$ cat config.mk
export PLATFORM = sky130hd
export DESIGN_NAME = bdd_node_walker
export DESIGN_NICKNAME = d
export VERILOG_FILES = /design/src/rtl/bdd_node_walker.sv
export SDC_FILE = /design/constraint.sdc
export NUM_CORES = 1
export LEC_CHECK = 0
export ABC_AREA = 1
export CORE_UTILIZATION = 37
export CTS_CLUSTER_SIZE = 14
export DETAILED_ROUTE_END_ITERATION = 10
export HOLD_SLACK_MARGIN = 0.02
export PLACE_DENSITY = 0.8
export SYNTH_ARGS = -nofsm -noshare
export SYNTH_HDL_FRONTEND = slang
export SYNTH_SLANG_ARGS = --single-unit
export TNS_END_PERCENT = 20
$ cat constraint.sdc
create_clock -name i_clk -period 2 [get_ports i_clk]
set_clock_uncertainty 0.15 [all_clocks]
set_input_delay 0.6 -clock i_clk [delete_from_list [all_inputs] [get_ports i_clk]]
set_output_delay 0.6 -clock i_clk [all_outputs]
set_load 0.02 [all_outputs]
$ cat src/rtl/bdd_node_walker.sv
// -----------------------------------------------------------------------------
// bdd_node_walker
//
// Read-side initiator for the node SRAM holding a binary decision diagram.
// On an accepted start it latches a root node address and a variable
// assignment vector, then fetches one node per two cycles. It follows the
// high or low pointer selected by the assigned value of the node's variable.
// The walk stops at a terminal node, or when the decision-step limit is
// reached, in which case it reports an error.
//
// Node word layout (LSB first):
//   low pointer  [ADDR_WIDTH-1:0]
//   high pointer [2*ADDR_WIDTH-1:ADDR_WIDTH]
//   var index    next VAR_WIDTH bits
//   value        next bit (terminal result)
//   terminal     next bit
//   anything above the terminal flag is ignored
//
// Ports:
//   i_clk, i_reset     clock, synchronous active-high reset
//   i_start            start request, only looked at while idle
//   i_root             root node address, latched with i_start
//   i_assign           variable assignment (bit v = value of variable v)
//   o_busy             high from the cycle after accept through the done cycle
//   o_done             one-cycle completion pulse
//   o_result           terminal value, held until the next accepted start
//   o_error            step limit hit, held like o_result
//   o_steps            decision nodes traversed, held like o_result
//   o_mem_addr         registered SRAM address
//   o_mem_write        SRAM write enable (always 0, read-only initiator)
//   o_mem_data         SRAM write data (always 0)
//   i_mem_data         SRAM read data, valid the cycle after the address edge
//
// DATA_WIDTH must be at least 2*ADDR_WIDTH+VAR_WIDTH+2.
// -----------------------------------------------------------------------------
module bdd_node_walker #(
  parameter int ADDR_WIDTH = 4,
  parameter int DATA_WIDTH = 32,
  parameter int VAR_WIDTH  = 4,
  parameter int MAX_STEPS  = 16
) (
  input  logic                    i_clk,
  input  logic                    i_reset,
  input  logic                    i_start,
  input  logic [ADDR_WIDTH-1:0]   i_root,
  input  logic [2**VAR_WIDTH-1:0] i_assign,
  output logic                    o_busy,
  output logic                    o_done,
  output logic                    o_result,
  output logic                    o_error,
  output logic [ADDR_WIDTH:0]     o_steps,
  output logic [ADDR_WIDTH-1:0]   o_mem_addr,
  output logic                    o_mem_write,
  output logic [DATA_WIDTH-1:0]   o_mem_data,
  input  logic [DATA_WIDTH-1:0]   i_mem_data
);

  // Bit positions of the node word fields.
  localparam int HIGH_LSB = ADDR_WIDTH;
  localparam int VAR_LSB  = 2 * ADDR_WIDTH;
  localparam int VAL_BIT  = VAR_LSB + VAR_WIDTH;
  localparam int TERM_BIT = VAL_BIT + 1;

  localparam int STEP_W = ADDR_WIDTH + 1;
  // The step counter reaches LAST_STEP on the final permitted decision node;
  // a non-terminal node seen there ends the walk with the counter at the limit.
  localparam logic [STEP_W-1:0] LAST_STEP  = STEP_W'(MAX_STEPS - 1);
  localparam logic [STEP_W-1:0] STEP_LIMIT = STEP_W'(MAX_STEPS);
  localparam logic [STEP_W-1:0] STEP_ONE   = STEP_W'(1);

  typedef enum logic [1:0] {
    IDLE  = 2'd0,
    FETCH = 2'd1,
    WAIT  = 2'd2,
    DONE  = 2'd3
  } state_t;

  state_t                    state_reg,  state_next;
  logic [2**VAR_WIDTH-1:0]   assign_reg, assign_next;
  logic [ADDR_WIDTH-1:0]     addr_reg,   addr_next;
  logic [STEP_W-1:0]         steps_reg,  steps_next;
  logic                      result_reg, result_next;
  logic                      error_reg,  error_next;

  // Decoded fields of the node word currently on the read bus.
  logic [ADDR_WIDTH-1:0] node_low;
  logic [ADDR_WIDTH-1:0] node_high;
  logic [VAR_WIDTH-1:0]  node_var;
  logic                  node_value;
  logic                  node_term;

  assign node_low   = i_mem_data[ADDR_WIDTH-1:0];
  assign node_high  = i_mem_data[HIGH_LSB +: ADDR_WIDTH];
  assign node_var   = i_mem_data[VAR_LSB +: VAR_WIDTH];
  assign node_value = i_mem_data[VAL_BIT];
  assign node_term  = i_mem_data[TERM_BIT];

  // Upper node-word bits carry no meaning here; fold them away so they are
  // visibly consumed. Only exists when the word is wider than the fields.
  generate
    if (DATA_WIDTH > TERM_BIT + 1) begin : g_spare_bits
      logic unused_spare_bits;
      assign unused_spare_bits = ^i_mem_data[DATA_WIDTH-1:TERM_BIT+1];
    end
  endgenerate

  // ---------------------------------------------------------------------------
  // State and datapath registers
  // ---------------------------------------------------------------------------
  always_ff @(posedge i_clk) begin
    if (i_reset) begin
      state_reg  <= IDLE;
      assign_reg <= '0;
      addr_reg   <= '0;
      steps_reg  <= '0;
      result_reg <= 1'b0;
      error_reg  <= 1'b0;
    end else begin
      state_reg  <= state_next;
      assign_reg <= assign_next;
      addr_reg   <= addr_next;
      steps_reg  <= steps_next;
      result_reg <= result_next;
      error_reg  <= error_next;
    end
  end

  // ---------------------------------------------------------------------------
  // Next-state and datapath logic
  // ---------------------------------------------------------------------------
  always_comb begin
    state_next  = state_reg;
    assign_next = assign_reg;
    addr_next   = addr_reg;
    steps_next  = steps_reg;
    result_next = result_reg;
    error_next  = error_reg;

    case (state_reg)
      IDLE: begin
        if (i_start) begin
          assign_next = i_assign;
          addr_next   = i_root;
          steps_next  = '0;
          result_next = 1'b0;
          error_next  = 1'b0;
          state_next  = FETCH;
        end
      end

      // The address register is stable here; the SRAM samples it on the
      // edge that leaves this state, so data is on the bus during WAIT.
      FETCH: begin
        state_next = WAIT;
      end

      WAIT: begin
        if (node_term) begin
          result_next = node_value;
          state_next  = DONE;
        end else if (steps_reg == LAST_STEP) begin
          steps_next  = STEP_LIMIT;
          error_next  = 1'b1;
          result_next = 1'b0;
          state_next  = DONE;
        end else begin
          steps_next = steps_reg + STEP_ONE;
          addr_next  = assign_reg[node_var] ? node_high : node_low;
          state_next = FETCH;
        end
      end

      // Start requests seen here are dropped; the block only listens in IDLE.
      DONE: begin
        state_next = IDLE;
      end

      default: begin
        state_next = IDLE;
      end
    endcase
  end

  // ---------------------------------------------------------------------------
  // Outputs
  // ---------------------------------------------------------------------------
  assign o_busy      = (state_reg != IDLE);
  assign o_done      = (state_reg == DONE);
  assign o_result    = result_reg;
  assign o_error     = error_reg;
  assign o_steps     = steps_reg;
  assign o_mem_addr  = addr_reg;
  assign o_mem_write = 1'b0;
  assign o_mem_data  = '0;

endmodule

Word-level counts from Yosys, hierarchy flattened
Index checks and enable logic that the tools add are counted.

Flip-flop bits (word level): 29. Input port bits: 55. Word-level logic and storage cells: 47.

$add $sub $neg: 1. Magnitude comparators: 1. Equality and inequality tests: 9. Mux-type cells: 22. Reductions and logical operators: 8.

Operators by type and width (number): two-way mux 4 bit (4); two-way mux 5 bit (3); one-hot mux 5 bit (2 select lines) (1); != test 2 bit (second input constant) (4); one-hot mux 2 bit (4 select lines) (1); one-hot mux 4 bit (2 select lines) (1); AND reduction 4 bit (2); two-way mux 1 bit (6); two-way mux 2 bit (3); AND reduction 3 bit (2); adder 5 x 1 -> 5 bit (second input constant) (1); == test 5 x 4 -> 1 bit (second input constant) (1); less-than comparator 4 x 5 -> 1 bit (second input constant) (1); binary-select mux 1 bit (select 4 bit) (1); == test 2 bit (second input constant) (2); one-hot mux 1 bit (2 select lines) (2); nonzero test 2 bit (2); != test 3 bit (second input constant) (1); == test 2 x 1 -> 1 bit (second input constant) (1); logical NOT 2 bit (1); AND reduction 2 bit (1).

Depth between registers and ports, before layout
Gate-level depths: netlist (run 1).

Word-level depth: 6. Depth in mapped cells: 10. Mapped depth without buffers: 9.

Worst setup path after synthesis (run 1)
OpenSTA, ideal clock, no wires.

Path kind: reg-to-reg. From: register steps_reg[0], in the netlist o_steps[0]. To: register addr_reg[0], in the netlist o_mem_addr[0]. Setup time: 0.119 ns. Arrival: 1.405 ns. Data required time: 1.731 ns. Path slack: 0.325 ns. Stages on the path, launching flop included: 8. Path through: dfxtp_1 -> ha_1 -> inv_1 -> nor3_1 -> ha_1 -> o21ai_4 -> o21ai_0 -> a21oi_1.

Cells in the longest elaborated chain, start to end: 3.

Ends and longest elaborated chain: from (decl) (RTL line 81) `logic [STEP_W-1:0] steps_reg, steps_next;`; from (signal assigned) (RTL line 122) `steps_reg <= steps_next;`; == test 5 x 4 -> 1 bit (RTL line 161) `end else if (steps_reg == LAST_STEP) begin`; != test 2 bit (no line); AND reduction 4 bit (no line); to (signal assigned) (RTL line 121) `addr_reg <= addr_next;`; to (decl) (RTL line 80) `logic [ADDR_WIDTH-1:0] addr_reg, addr_next;`.

Every way passes these cells. A chain may end at the register's enable or synchronous reset.

Worst setup path after layout (run 1)
From: register error_reg, in the netlist o_error. To: output port o_error.

RTL lines: from (decl) (RTL line 83) `logic error_reg, error_next;`; from (signal assigned) (RTL line 124) `error_reg <= error_next;`; to (decl) (RTL line 50) `output logic o_error,`.

No word-level cell between the ends.

==> implementation parameters, run 1 <==
Parameter                              Value

Critical path
  Critical Path End Type    output pin
  Cell depth of the worst setup path    1
  Arrival time of data at the critical path endpoint    ~1.2 ns
  Startpoint class of the critical path    flop
  Ordered list of cells on the worst path    clkdlybuf4s50_1
  CP Data Required Time    1.25 ns
  Highest cell delay on the worst timing path    approximately 0.6 ns
  Max stage delay cell, worst path    sky130_fd_sc_hd__clkdlybuf4s50_1
  Worst R2R Path Depth    7
  Family with the most delay on the worst path    buffers and inverters
  Critical path class    reg -> out
  Maximum fanout encountered on the critical timing path    2
  Count of buffering cells on the critical path with inverters included    1

STA
  Final slew viol count    0
  Final setup violation count    0
  Hold WS    approximately 0.3 ns
  Setup repair after global routing missed its margin    false
  Worst-margin pin slew    between 0.5 and 0.6 ns
  Hold violation count in the final report    0
  Share of the clock period used by the worst path    0.980
  Timing-limited maximum frequency    around 0.51 GHz
  Final TNS setup    0 ns
  Tmin final    1.96 ns
  Relative max-transition margin    0.653

Clock tree
  Count of buffers added by post-CTS timing repair for setup    0
  Clk slew on worst S/H paths    0.06 ns
  Clock tree from TritonCTS    built
  TritonCTS Sinks    29
  Master cell of the clock root buffer    sky130_fd_sc_hd__clkbuf_8
  Clk buf depth    2
  Clk_lat worst skew    about 0.28 ns
  Number of buffers created by CTS    5
  H-tree Lvls    2

Layout
  Number of flip-flops under the largest register name    16
  Most common cell after layout, fill and taps aside    sky130_fd_sc_hd__clkdlybuf4s50_1
  Most frequent cells in the layout    37 x sky130_fd_sc_hd__clkdlybuf4s50_1, 34 x sky130_fd_sc_hd__inv_1, 33 x sky130_fd_sc_hd__conb_1, 29 x sky130_fd_sc_hd__dfxtp_1, 26 x sky130_fd_sc_hd__nand2_1
  Multi-input gate area    roughly 800 um^2
  Final layout net count    between 300 and 400
  Final instance area    0.00226 mm^2
  Antenna diode count    0
  Layout filler cell count    between 400 and 500
  Reg area    between 500 and 600 um^2
  Share of post-route cells with drive strength above 1    0.111
  Area growth syn-to-layout    35.4%
  Number of standard cells in the final layout excluding fillers    between 300 and 400

Synthesis
  Sequential fraction of the synthesis area    0.348
  Gate count after technology mapping    239
  Synthesis-stage register bit count    29
  Unique cell type count in the Yosys netlist    24
  Mean area per synthesized cell    6.97 um^2
  Number of synthesis warnings    0
  Post-synthesis instance area    approximately 0.0017 mm^2

Routing
  TritonRoute pass-1 iters    4
  Antenna viol nets, final    0
  Final routed DRC violation total    0
  Total number of vias    1557
  Initial drt markers    80
  Via count normalized by instance count    4.45
  Wire length per cell    between 10 and 15 um
  Routed wire length    about 3600 um

Place
  PortBufs    49
  Detailed placer's ending HPWL    between 2000 and 3000 um
  Routability cong.    ~0.79
  Cell area after placement    between 0.002 and 0.0025 mm^2
  Cells after DPL    around 340

Global route
  Largest net degree at the start of global routing    30
  Number of antenna violations at the first check in global routing    0
  Global-route wire length before repair    between 6000 and 7000 um
  Number of global-route vias before repair    1483
  Total routing usage reported by global routing    0.159
  Global-route congestion overflow total    0

Outcome
  Result of the run    completed

Floorplanning
  Number of rows in the core area    24
  Area of the placeable core    0.00435 mm^2
  Die Outline Area    around 0.0048 mm^2
  Initial core utilization    0.383
  Die outline width    approximately 69 um
  Vertical extent of the die    around 70 um
  I/O pins    ~100

Power and ir drop
  PD cells    673 mW/mm^2
  Static leakage    approximately 1.1 nW
  Worst vdd ir    slightly below 0.5 mV

Min path
  Min-Delay Path Depth    2
  Kind of path behind the tightest hold check    reg -> reg

Run
  Number of maximum-capacitance violations    0
## synth_stat cells
cell | number | area share
sky130_fd_sc_hd__a211oi_1 | 1 | 0.0045
sky130_fd_sc_hd__a21oi_1 | 26 | 0.078
sky130_fd_sc_hd__buf_2 | 2 | 0.0060
sky130_fd_sc_hd__buf_4 | 34 | 0.15
sky130_fd_sc_hd__clkbuf_1 | 3 | 0.0068
sky130_fd_sc_hd__conb_1 | 1 | 0.0023
sky130_fd_sc_hd__dfxtp_1 | 29 | 0.35
sky130_fd_sc_hd__ha_1 | 3 | 0.023
sky130_fd_sc_hd__inv_1 | 36 | 0.081
sky130_fd_sc_hd__inv_2 | 5 | 0.011
sky130_fd_sc_hd__nand2_1 | 26 | 0.059
sky130_fd_sc_hd__nand2_2 | 2 | 0.0075
sky130_fd_sc_hd__nand3_1 | 22 | 0.066
sky130_fd_sc_hd__nand4_1 | 1 | 0.0038
sky130_fd_sc_hd__nor2_1 | 13 | 0.029
sky130_fd_sc_hd__nor2_2 | 2 | 0.0075
sky130_fd_sc_hd__nor2_4 | 1 | 0.0068
sky130_fd_sc_hd__nor3_1 | 3 | 0.0090
sky130_fd_sc_hd__o21ai_0 | 23 | 0.069
sky130_fd_sc_hd__o21ai_1 | 2 | 0.0060
sky130_fd_sc_hd__o21ai_4 | 1 | 0.0098
sky130_fd_sc_hd__or2_1 | 1 | 0.0038
sky130_fd_sc_hd__or2_2 | 1 | 0.0038
sky130_fd_sc_hd__xor2_1 | 1 | 0.0053
## logic make-up (layout without fill, tap and decap cells)
group           after synthesis  in the layout  share of synthesized area
other cells                   1             33                    0.00225
buf+inv                      80            107                      0.258
compound gates               53             53                      0.167
flops                        29             29                      0.348
simple gates                 72             72                      0.196
fa+ha+maj                     3              3                     0.0225
xor+xnor                      1              1                    0.00526
## layer usage
| layer | GRT usage | vias to the layer above | part of all wire |
|---|---|---|---|
| li1 | - | 807 | - |
| met1 | 0.175 | 682 | 0.43 |
| met2 | 0.270 | 56 | 0.48 |
| met3 | 0.0599 | 12 | 0.071 |
| met4 | 0.0726 | 0 | 0.023 |
| met5 | 0 | - | 0 |
## stage by stage
| stage | power [mW] | worst slack (ns) | utilization |
|---|---|---|---|
| 2_1_floorplan | 0.933 | 0.325 | - |
| 3_5_place_dp | 1.05 | -0.326 | 0.495 |
| 5_1_grt | 1.61 | 0.000760 | 0.518 |
| 6_report | 1.52 | 0.0407 | 0.518 |
| 4_1_cts | 1.53 | 0.00913 | 0.514 |
| 3_3_place_gp | 1.04 | -0.302 | 0.495 |
## final timing paths
path | slack, ns | end | startpoint
worst max register to register | 0.24 | o_mem_addr[0]$_SDFFE_PP0P_ | o_steps[0]$_SDFFE_PP0P_
worst min-delay path | 0.30 | assign_reg[8]$_SDFFE_PP0P_ | assign_reg[8]$_SDFFE_PP0P_
worst min register to register | 0.30 | assign_reg[8]$_SDFFE_PP0P_ | assign_reg[8]$_SDFFE_PP0P_
worst max-delay path | 0.04 | o_error | o_error$_SDFFE_PP0P_
## power breakdown
group / total [mW] / internal [mW] / switching (mW)
clock network: 0.483 / 0.272 / 0.210
registers: 0.644 / 0.624 / 0.0199
logic: 0.393 / 0.167 / 0.226
## layout make-up
class	instances	area share
Timing Repair Buffer	59	0.258
Tap cell	52	0.0288
Inverter	41	0.0682
Clock buffer	7	0.0382
Multi-Input combinational cell	162	0.350
Sequential cell	29	0.257
## tightest hold or removal path: stages (launching register included)
cell and delay (ns):
sky130_fd_sc_hd__dfxtp_1 0.30, sky130_fd_sc_hd__inv_1 0.06, sky130_fd_sc_hd__a21oi_1 0.05
## timing repair
item,CTS,global route
resized for setup,10,8
endpoints found under the setup margin,12,7
pin swaps,0,1
hold buffers,0,0
(Power assumes the default switching activity.)
==> inputs of run 2 (changes only) <==
- GPL_ROUTABILITY_DRIVEN: default -> 1
- MAX_ROUTING_LAYER: default -> met4
==> run 2 against run 1 <==
Against the previous run: hold slack hardly changed; count of clock-buffer cells in the layout stayed put; sequential cell count stayed put; global-route usage is 0.55 points higher; first-iteration DRC count is 10% lower; cell count stayed put.
==> implementation parameters, run 2 (same netlist as run 1, synthesis figures left out) <==
Parameter                              Value

STA
  Final setup violation count    0 (unchanged)
  Final TNS setup    0 ns (unchanged)
  Hold violation count in the final report    0 (unchanged)
  Setup repair after global routing missed its margin    false (unchanged)
  Relative max-transition margin    0.653 (about the same)
  Post-route setup slack    0.112 ns (was 0.0407 ns)
  Tmin final    1.89 ns (was 1.96 ns)
  Share of the clock period used by the worst path    0.944 (was 0.980)
  Timing-limited maximum frequency    0.530 GHz (was 0.510 GHz)
  Final slew viol count    0 (unchanged)
  Worst-margin pin slew    0.519 ns (was 0.520 ns)

Critical path
  Ordered list of cells on the worst path    clkdlybuf4s50_1 > inv_1 > nor2_1 > nand2_1 > nand3_1 > nand3_2 > nand2_2 > nand2_1 > nand3_1 > a21oi_2 (was clkdlybuf4s50_1)
  Max stage delay cell, worst path    sky130_fd_sc_hd__clkdlybuf4s50_1 (unchanged)
  Critical Path End Type    flop (was output pin)
  Family with the most delay on the worst path    simple AND/OR/NAND/NOR gates (was buffers and inverters)
  Maximum fanout encountered on the critical timing path    5 (was 2)
  CP Data Required Time    2.01 ns (was 1.25 ns)
  Highest cell delay on the worst timing path    0.50 ns (was 0.60 ns)
  Arrival time of data at the critical path endpoint    1.90 ns (was 1.21 ns)
  Critical path class    in -> reg (was reg -> out)
  Count of buffering cells on the critical path with inverters included    2 (was 1)
  Startpoint class of the critical path    input port (was flop)

Global route
  Number of global-route vias before repair    1485 (was 1483)
  Total routing usage reported by global routing    0.164 (was 0.159)
  Largest net degree at the start of global routing    30 (unchanged)
  Number of antenna violations at the first check in global routing    0 (unchanged)
  Global-route congestion overflow total    0 (unchanged)
  Global-route wire length before repair    6130 um (was 6120 um)

Clock tree
  Clock tree from TritonCTS    built (unchanged)
  Clk_lat worst skew    0.28 ns (about the same)
  H-tree Lvls    2 (unchanged)
  TritonCTS Sinks    29 (unchanged)
  Count of buffers added by post-CTS timing repair for setup    0 (unchanged)
  Clk slew on worst S/H paths    0.06 ns (about the same)
  Master cell of the clock root buffer    sky130_fd_sc_hd__clkbuf_8 (unchanged)
  Clk buf depth    2 (unchanged)
  Number of buffers created by CTS    5 (unchanged)

Layout
  Number of flip-flops under the largest register name    16 (unchanged)
  Layout filler cell count    444 (unchanged)
  Final instance area    0.00226 mm^2 (about the same)
  Antenna diode count    0 (unchanged)
  Most frequent cells in the layout    35 x sky130_fd_sc_hd__inv_1, 35 x sky130_fd_sc_hd__clkdlybuf4s50_1, 33 x sky130_fd_sc_hd__conb_1, 29 x sky130_fd_sc_hd__dfxtp_1, 26 x sky130_fd_sc_hd__nand2_1 (was 37 x sky130_fd_sc_hd__clkdlybuf4s50_1, 34 x sky130_fd_sc_hd__inv_1, 33 x sky130_fd_sc_hd__conb_1, 29 x sky130_fd_sc_hd__dfxtp_1, 26 x sky130_fd_sc_hd__nand2_1)
  Final layout net count    356 (unchanged)
  Share of post-route cells with drive strength above 1    0.107 (was 0.111)
  Area growth syn-to-layout    35.7% (was 35.4%)

Power and ir drop
  Switch Pwr    455 uW (was 456 uW)
  Sw Share    0.299 (was 0.300)
  Logic pwr share    0.258 (about the same)
  Sequential share of power    0.424 (about the same)
  PD cells    671 mW/mm^2 (was 673 mW/mm^2)
  Static leakage    1.14 nW (was 1.11 nW)
  Worst vdd ir    0.485 mV (about the same)
  Power share of the clock group    0.318 (about the same)
  Design internal power    1.06 mW (about the same)

Floorplanning
  Die Outline Area    0.00478 mm^2 (unchanged)
  Number of rows in the core area    24 (unchanged)
  Initial core utilization    0.383 (unchanged)
  Die outline width    69.1 um (unchanged)
  I/O pins    101 (unchanged)
  Area of the placeable core    0.00435 mm^2 (unchanged)
  Vertical extent of the die    69.1 um (unchanged)

Routing
  Initial drt markers    72 (was 80)
  Final routed DRC violation total    0 (unchanged)
  Via count normalized by instance count    4.41 (was 4.45)
  Wire length per cell    10.4 um (about the same)
  Antenna viol nets, final    0 (unchanged)
  Routed wire length    3630 um (was 3640 um)
  TritonRoute pass-1 iters    4 (unchanged)
  Total number of vias    1543 (was 1557)

Place
  Post-Place Worst Slack    -0.326 ns (unchanged)
  Cell area after placement    0.00215 mm^2 (unchanged)
  PortBufs    49 (unchanged)
  Detailed placer's ending HPWL    2670 um (unchanged)
  Routability cong.    0.799 (was 0.788)

Min path
  Kind of path behind the tightest hold check    reg -> reg (unchanged)

Outcome
  Result of the run    completed (unchanged)

Run
  Number of maximum-capacitance violations    0 (unchanged)
==> run 2: cell types whose count changed in the layout (fill, tap and decap cells not counted) <==
cell,previous run,this run
sky130_fd_sc_hd__clkdlybuf4s50_1,37,35
sky130_fd_sc_hd__dlymetal6s2s_1,4,6
sky130_fd_sc_hd__inv_1,34,35
sky130_fd_sc_hd__inv_2,7,6
==> run 2: worst register-to-register path, cell delays in order (launching register included) <==
cell,delay (ns)
sky130_fd_sc_hd__dfxtp_1,0.39
sky130_fd_sc_hd__ha_1,0.19
sky130_fd_sc_hd__inv_1,0.05
sky130_fd_sc_hd__nor3_1,0.25
sky130_fd_sc_hd__ha_1,0.27
sky130_fd_sc_hd__o21ai_4,0.09
sky130_fd_sc_hd__o21ai_0,0.20
sky130_fd_sc_hd__a21oi_2,0.05
==> run 2: final cells by class <==
| type | instances | area (um^2) | area share |
|---|---|---|---|
| multi-input cells | 162 | 790 | 0.349 |
| repair buffers | 59 | 587 | 0.259 |
| flip-flops and latches | 29 | 581 | 0.257 |
| inverters | 41 | 154 | 0.0680 |
| clock buffers | 7 | 86.3 | 0.0382 |
| well taps | 52 | 65.1 | 0.0288 |
==> run 2: path summary, 6_finish.rpt <==
kind                           start                    endpoint  slack [ns]  cells past startpoint
max                    i_mem_data[9]  o_mem_addr[0]$_SDFFE_PP0P_        0.11                     10
min             o_error$_SDFFE_PP0P_        o_error$_SDFFE_PP0P_        0.30                      2
max reg2reg  o_steps[0]$_SDFFE_PP0P_  o_mem_addr[0]$_SDFFE_PP0P_        0.24                      7
min reg2reg     o_error$_SDFFE_PP0P_        o_error$_SDFFE_PP0P_        0.30                      2
==> run 2: power by group through the flow <==
stage | Combinational (mW) | Sequential (mW) | Clock (mW)
6_report | 0.391 | 0.644 | 0.482
5_1_grt | 0.434 | 0.650 | 0.525
4_1_cts | 0.391 | 0.645 | 0.489
3_5_place_dp | 0.390 | 0.657 | 0
3_3_place_gp | 0.386 | 0.655 | 0
2_1_floorplan | 0.264 | 0.669 | 0
==> run 2: timing repair <==
action                                  in CTS  in global routing
endpoints found under the setup margin      12                  9
gates resized for setup                     10                  9
hold buffers                                 0                  0
pin swaps                                    0                  1
==> run 2: per-layer routing <==
layer,up-vias,part of all wire,global-route usage
met5,-,0,-
met3,10,0.067,0.0702
met4,0,0.021,0.0590
li1,808,-,-
met2,55,0.48,0.270
met1,670,0.43,0.177
==> run 2: per-stage QoR <==
step / total power, mW / instances / hold slack [ns] / utilization
floorplan: 0.933 / 271 / 0.279 / -
global placement: 1.04 / 343 / 0.294 / 0.495
detailed placement: 1.05 / 343 / 0.297 / 0.495
CTS: 1.53 / 350 / 0.306 / 0.514
global route: 1.61 / 350 / 0.333 / 0.520
finish: 1.52 / 350 / 0.303 / 0.520
==> inputs of run 3 (changes only) <==
- ABC_AREA: 1 -> default
- CORE_UTILIZATION: 37 -> 38
- PLACE_DENSITY: 0.8 -> 0.87
==> run 3 against run 2 <==
Against the previous run: routed wire length is 7.7% higher; die area is 3.1% higher; via count is 3.4% higher; sequential cell count stayed put; first-iteration DRC count is 24% lower; clock power is 28% higher; sequential power is 2% lower; core utilization is 3.5 points higher; cell area is 8.1% higher; synthesized cell count is 10% lower; hold slack better by 0.0060 ns; critical path type unchanged; largest power group unchanged.
==> implementation parameters, run 3 <==
Parameter                              Value

STA
  Hold WS    0.309 ns (was 0.303 ns)
  Final setup violation count    0 (unchanged)
  Final TNS setup    0 ns (unchanged)
  Setup repair after global routing missed its margin    true (was false)
  Tmin final    1.98 ns (was 1.89 ns)
  Hold violation count in the final report    0 (unchanged)
  Share of the clock period used by the worst path    0.988 (was 0.944)
  Timing-limited maximum frequency    0.506 GHz (was 0.530 GHz)
  Final slew viol count    0 (unchanged)

Critical path
  Family with the most delay on the worst path    multiplexers (was simple AND/OR/NAND/NOR gates)
  Critical Path End Type    flop (unchanged)
  Worst R2R Path Depth    7 (unchanged)
  Worst reg2reg startpoint    o_steps[0]$_SDFFE_PP0P_ (unchanged)
  CP Data Required Time    2.00 ns (was 2.01 ns)
  Ordered list of cells on the worst path    buf_4 > mux4_2 > mux4_2 > nand4_1 > o221ai_1 (was clkdlybuf4s50_1 > inv_1 > nor2_1 > nand2_1 > nand3_1 > nand3_2 > nand2_2 > nand2_1 > nand3_1 > a21oi_2)
  Highest cell delay on the worst timing path    0.53 ns (was 0.50 ns)
  Arrival time of data at the critical path endpoint    1.97 ns (was 1.90 ns)
  Startpoint class of the critical path    input port (unchanged)
  Setup slack of the worst register-to-register path    0.14 ns (was 0.24 ns)
  Maximum fanout encountered on the critical timing path    4 (was 5)
  Count of buffering cells on the critical path with inverters included    1 (was 2)
  RR Endpoint    o_mem_addr[2]$_SDFFE_PP0P_ (was o_mem_addr[0]$_SDFFE_PP0P_)
  Critical path class    in -> reg (unchanged)
  Max stage delay cell, worst path    sky130_fd_sc_hd__mux4_2 (was sky130_fd_sc_hd__clkdlybuf4s50_1)
  Start point of the critical path    i_mem_data[10] (was i_mem_data[9])
  Cell mode on critical path    sky130_fd_sc_hd__mux4_2

Clock tree
  Clk buf depth    2 (unchanged)
  Clk slew on worst S/H paths    0.06 ns (about the same)
  TritonCTS Sinks    29 (unchanged)
  Clk_lat worst skew    0.28 ns (about the same)
  H-tree Lvls    2 (unchanged)
  Master cell of the clock root buffer    sky130_fd_sc_hd__clkbuf_8 (unchanged)
  Count of buffers added by post-CTS timing repair for setup    0 (unchanged)
  Number of buffers created by CTS    5 (unchanged)
  Clock tree from TritonCTS    built (unchanged)

Synthesis
  Fraction of synthesis flops using an asynchronous set or reset pin    0 (unchanged)
  Unique cell type count in the Yosys netlist    31 (was 24)
  Synthesis-stage register bit count    29 (unchanged)
  Gate count after technology mapping    215 (was 239)
  Cell types occupying the most area after synthesis    sky130_fd_sc_hd__dfxtp_1 33%, sky130_fd_sc_hd__buf_4 14%, sky130_fd_sc_hd__nand2_1 8.3%, sky130_fd_sc_hd__a21oi_1 7.9%, sky130_fd_sc_hd__mux4_1 4.5% (was sky130_fd_sc_hd__dfxtp_1 35%, sky130_fd_sc_hd__buf_4 15%, sky130_fd_sc_hd__inv_1 8.1%, sky130_fd_sc_hd__a21oi_1 7.8%, sky130_fd_sc_hd__o21ai_0 6.9%)
  Mean area per synthesized cell    8.22 um^2 (was 6.97 um^2)
  Cell type contributing the most total cell area after synthesis    sky130_fd_sc_hd__dfxtp_1 (unchanged)
  Most common flop cell mapped by yosys    sky130_fd_sc_hd__dfxtp_1 (unchanged)
  Sequential fraction of the synthesis area    0.329 (was 0.348)
  Library cell with the highest instance count after synthesis    sky130_fd_sc_hd__nand2_1 (was sky130_fd_sc_hd__inv_1)
  Number of synthesis warnings    0 (unchanged)
  Number of synthesized flops with an enable pin    0 (unchanged)
  Fraction of synthesized cell area taken by the top area cell type    0.329 (was 0.348)
  Post-synthesis instance area    0.00177 mm^2 (was 0.00167 mm^2)
  Most numerous cell types in the synthesized netlist    39 x sky130_fd_sc_hd__nand2_1, 33 x sky130_fd_sc_hd__buf_4, 29 x sky130_fd_sc_hd__dfxtp_1 (was 36 x sky130_fd_sc_hd__inv_1, 34 x sky130_fd_sc_hd__buf_4, 29 x sky130_fd_sc_hd__dfxtp_1)

Layout
  Most frequent cells in the layout    39 x sky130_fd_sc_hd__nand2_1, 33 x sky130_fd_sc_hd__conb_1, 33 x sky130_fd_sc_hd__clkdlybuf4s50_1, 28 x sky130_fd_sc_hd__a21oi_1, 28 x sky130_fd_sc_hd__dfxtp_1 (was 35 x sky130_fd_sc_hd__inv_1, 35 x sky130_fd_sc_hd__clkdlybuf4s50_1, 33 x sky130_fd_sc_hd__conb_1, 29 x sky130_fd_sc_hd__dfxtp_1, 26 x sky130_fd_sc_hd__nand2_1)
  Util after Layout    0.554 (was 0.520)
  Number of flip-flops under the largest register name    16 (unchanged)
  Most common cell after layout, fill and taps aside    sky130_fd_sc_hd__nand2_1
  Share of post-route cells with drive strength above 1    0.152 (was 0.107)
  Layout filler cell count    385 (was 444)
  Area growth syn-to-layout    38.5% (was 35.7%)
  Antenna diode count    0 (unchanged)
  Final layout net count    334 (was 356)

Floorplanning
  Die Outline Area    0.00493 mm^2 (was 0.00478 mm^2)
  Die outline width    70.2 um (was 69.1 um)
  Vertical extent of the die    70.2 um (was 69.1 um)
  Area of the placeable core    0.00441 mm^2 (was 0.00435 mm^2)
  Initial core utilization    0.400 (was 0.383)
  I/O pins    101 (unchanged)
  Number of rows in the core area    24 (unchanged)

Routing
  Antenna viol nets, final    0 (unchanged)
  Final routed DRC violation total    0 (unchanged)
  TritonRoute pass-1 iters    4 (unchanged)
  Wire length per cell    11.9 um (was 10.4 um)
  Total number of vias    1595 (was 1543)
  Via count normalized by instance count    4.85 (was 4.41)
  Initial drt markers    55 (was 72)
  Routed wire length    3910 um (was 3630 um)

Power and ir drop
  PD cells    655 mW/mm^2 (was 671 mW/mm^2)
  Worst vdd ir    0.408 mV (was 0.485 mV)
  Static leakage    1.11 nW (was 1.14 nW)

Global route
  Global-route congestion overflow total    0 (unchanged)
  Global-route wire length before repair    6470 um (was 6130 um)
  Largest net degree at the start of global routing    31 (was 30)
  Number of global-route vias before repair    1469 (was 1485)
  Total routing usage reported by global routing    0.170 (was 0.164)
  Number of antenna violations at the first check in global routing    0 (unchanged)

Place
  PortBufs    49 (unchanged)
  Routability cong.    0.798 (was 0.799)
  Detailed placer's ending HPWL    2980 um (was 2670 um)

Min path
  Hold Crit Endpoint    assign_reg[7]$_SDFFE_PP0P_ (was o_error$_SDFFE_PP0P_)
  Kind of path behind the tightest hold check    reg -> reg (unchanged)
  Min-Delay Path Depth    2 (unchanged)
  Start point of the worst min-delay path    assign_reg[7]$_SDFFE_PP0P_ (was o_error$_SDFFE_PP0P_)

Outcome
  Result of the run    completed (unchanged)

Run
  Number of maximum-capacitance violations    0 (unchanged)
## run 3: cell types whose count changed after synthesis, sizes merged, moves of 4 or more
cell / before / now
mux2i: 0 / 7
nand3: 22 / 6
o21bai: 0 / 4
nor2: 16 / 7
nor3: 3 / 8
nor4b: 0 / 4
nor4bb: 0 / 4
clkbuf: 3 / 9
mux4: 0 / 5
inv: 41 / 2
o21ai: 26 / 3
nand2: 28 / 39
## run 3: repair_timing
item / in CTS / in global routing
hold buffers: 0 / 0
gates resized for setup: 17 / 14
pin swaps: 0 / 1
setup endpoints to repair: 13 / 10
## run 3: kinds of logic after synthesis
kind of cell,count (synthesis),share of synthesized area
AOI/OAI and AO/OA,42,0.139
DFF,29,0.329
muxes,12,0.110
and+or+nand+nor,81,0.229
adders and majority gates,3,0.0212
buffers and inverters,47,0.170
other,1,0.00212
## run 3: area by class of cell
type / instances / area (um^2) / area share
flip-flops and latches: 29 / 582 / 0.238
well taps: 52 / 65.1 / 0.0266
multi-input cells: 171 / 1050 / 0.430
clock inverters: 1 / 30.0 / 0.0123
clock buffers: 7 / 86.3 / 0.0353
inverters: 2 / 7.51 / 0.00307
repair buffers: 67 / 624 / 0.255
## run 3: worst reg2reg max path, stage by stage, from the launching register on
cell and delay (ns):
sky130_fd_sc_hd__dfxtp_2 0.32, sky130_fd_sc_hd__ha_1 0.22, sky130_fd_sc_hd__and3_4 0.20, sky130_fd_sc_hd__ha_4 0.17, sky130_fd_sc_hd__o21ba_4 0.23, sky130_fd_sc_hd__nor4b_2 0.27
sky130_fd_sc_hd__mux2i_1 0.12, sky130_fd_sc_hd__o211ai_1 0.11
## run 3: worst max path at each step
stage                                            end  slack (ns)  depth (start not counted)
after detailed placement  o_mem_addr[0]$_SDFFE_PP0P_       -0.81                          5
final                     o_mem_addr[0]$_SDFFE_PP0P_        0.02                          5
after floorplan           o_mem_addr[3]$_SDFFE_PP0P_       -0.05                          4
after global routing      o_mem_addr[0]$_SDFFE_PP0P_       -0.04                          5
after CTS                              o_mem_addr[1]       0.005                          1
after global placement    o_mem_addr[3]$_SDFFE_PP0P_       -0.76                          5
## run 3: metrics by stage
stage                     setup WS, ns  cells  area (um^2)  total power, mW
after floorplan                -0.0462    247         1880            0.889
after global placement          -0.762    321         2270            0.989
after detailed placement        -0.812    321         2270            0.995
after CTS                      0.00464    329         2380             1.62
after global routing           -0.0365    329         2450             1.68
final                           0.0239    329         2450             1.60
## run 3: metal layers
layer  GRT usage  wire length [um]  vias up
met3      0.0548               267        6
met4      0.0667                47        0
li1            -                 -      800
met1       0.195              1700      725
met5           -                 0        -
met2       0.275              1890       64
## run 3: where the power goes
part / switching, mW / internal [mW] / leakage, nW
registers: 0.0178 / 0.610 / 0.238
logic: 0.190 / 0.166 / 0.813
clock network: 0.214 / 0.405 / 0.0585
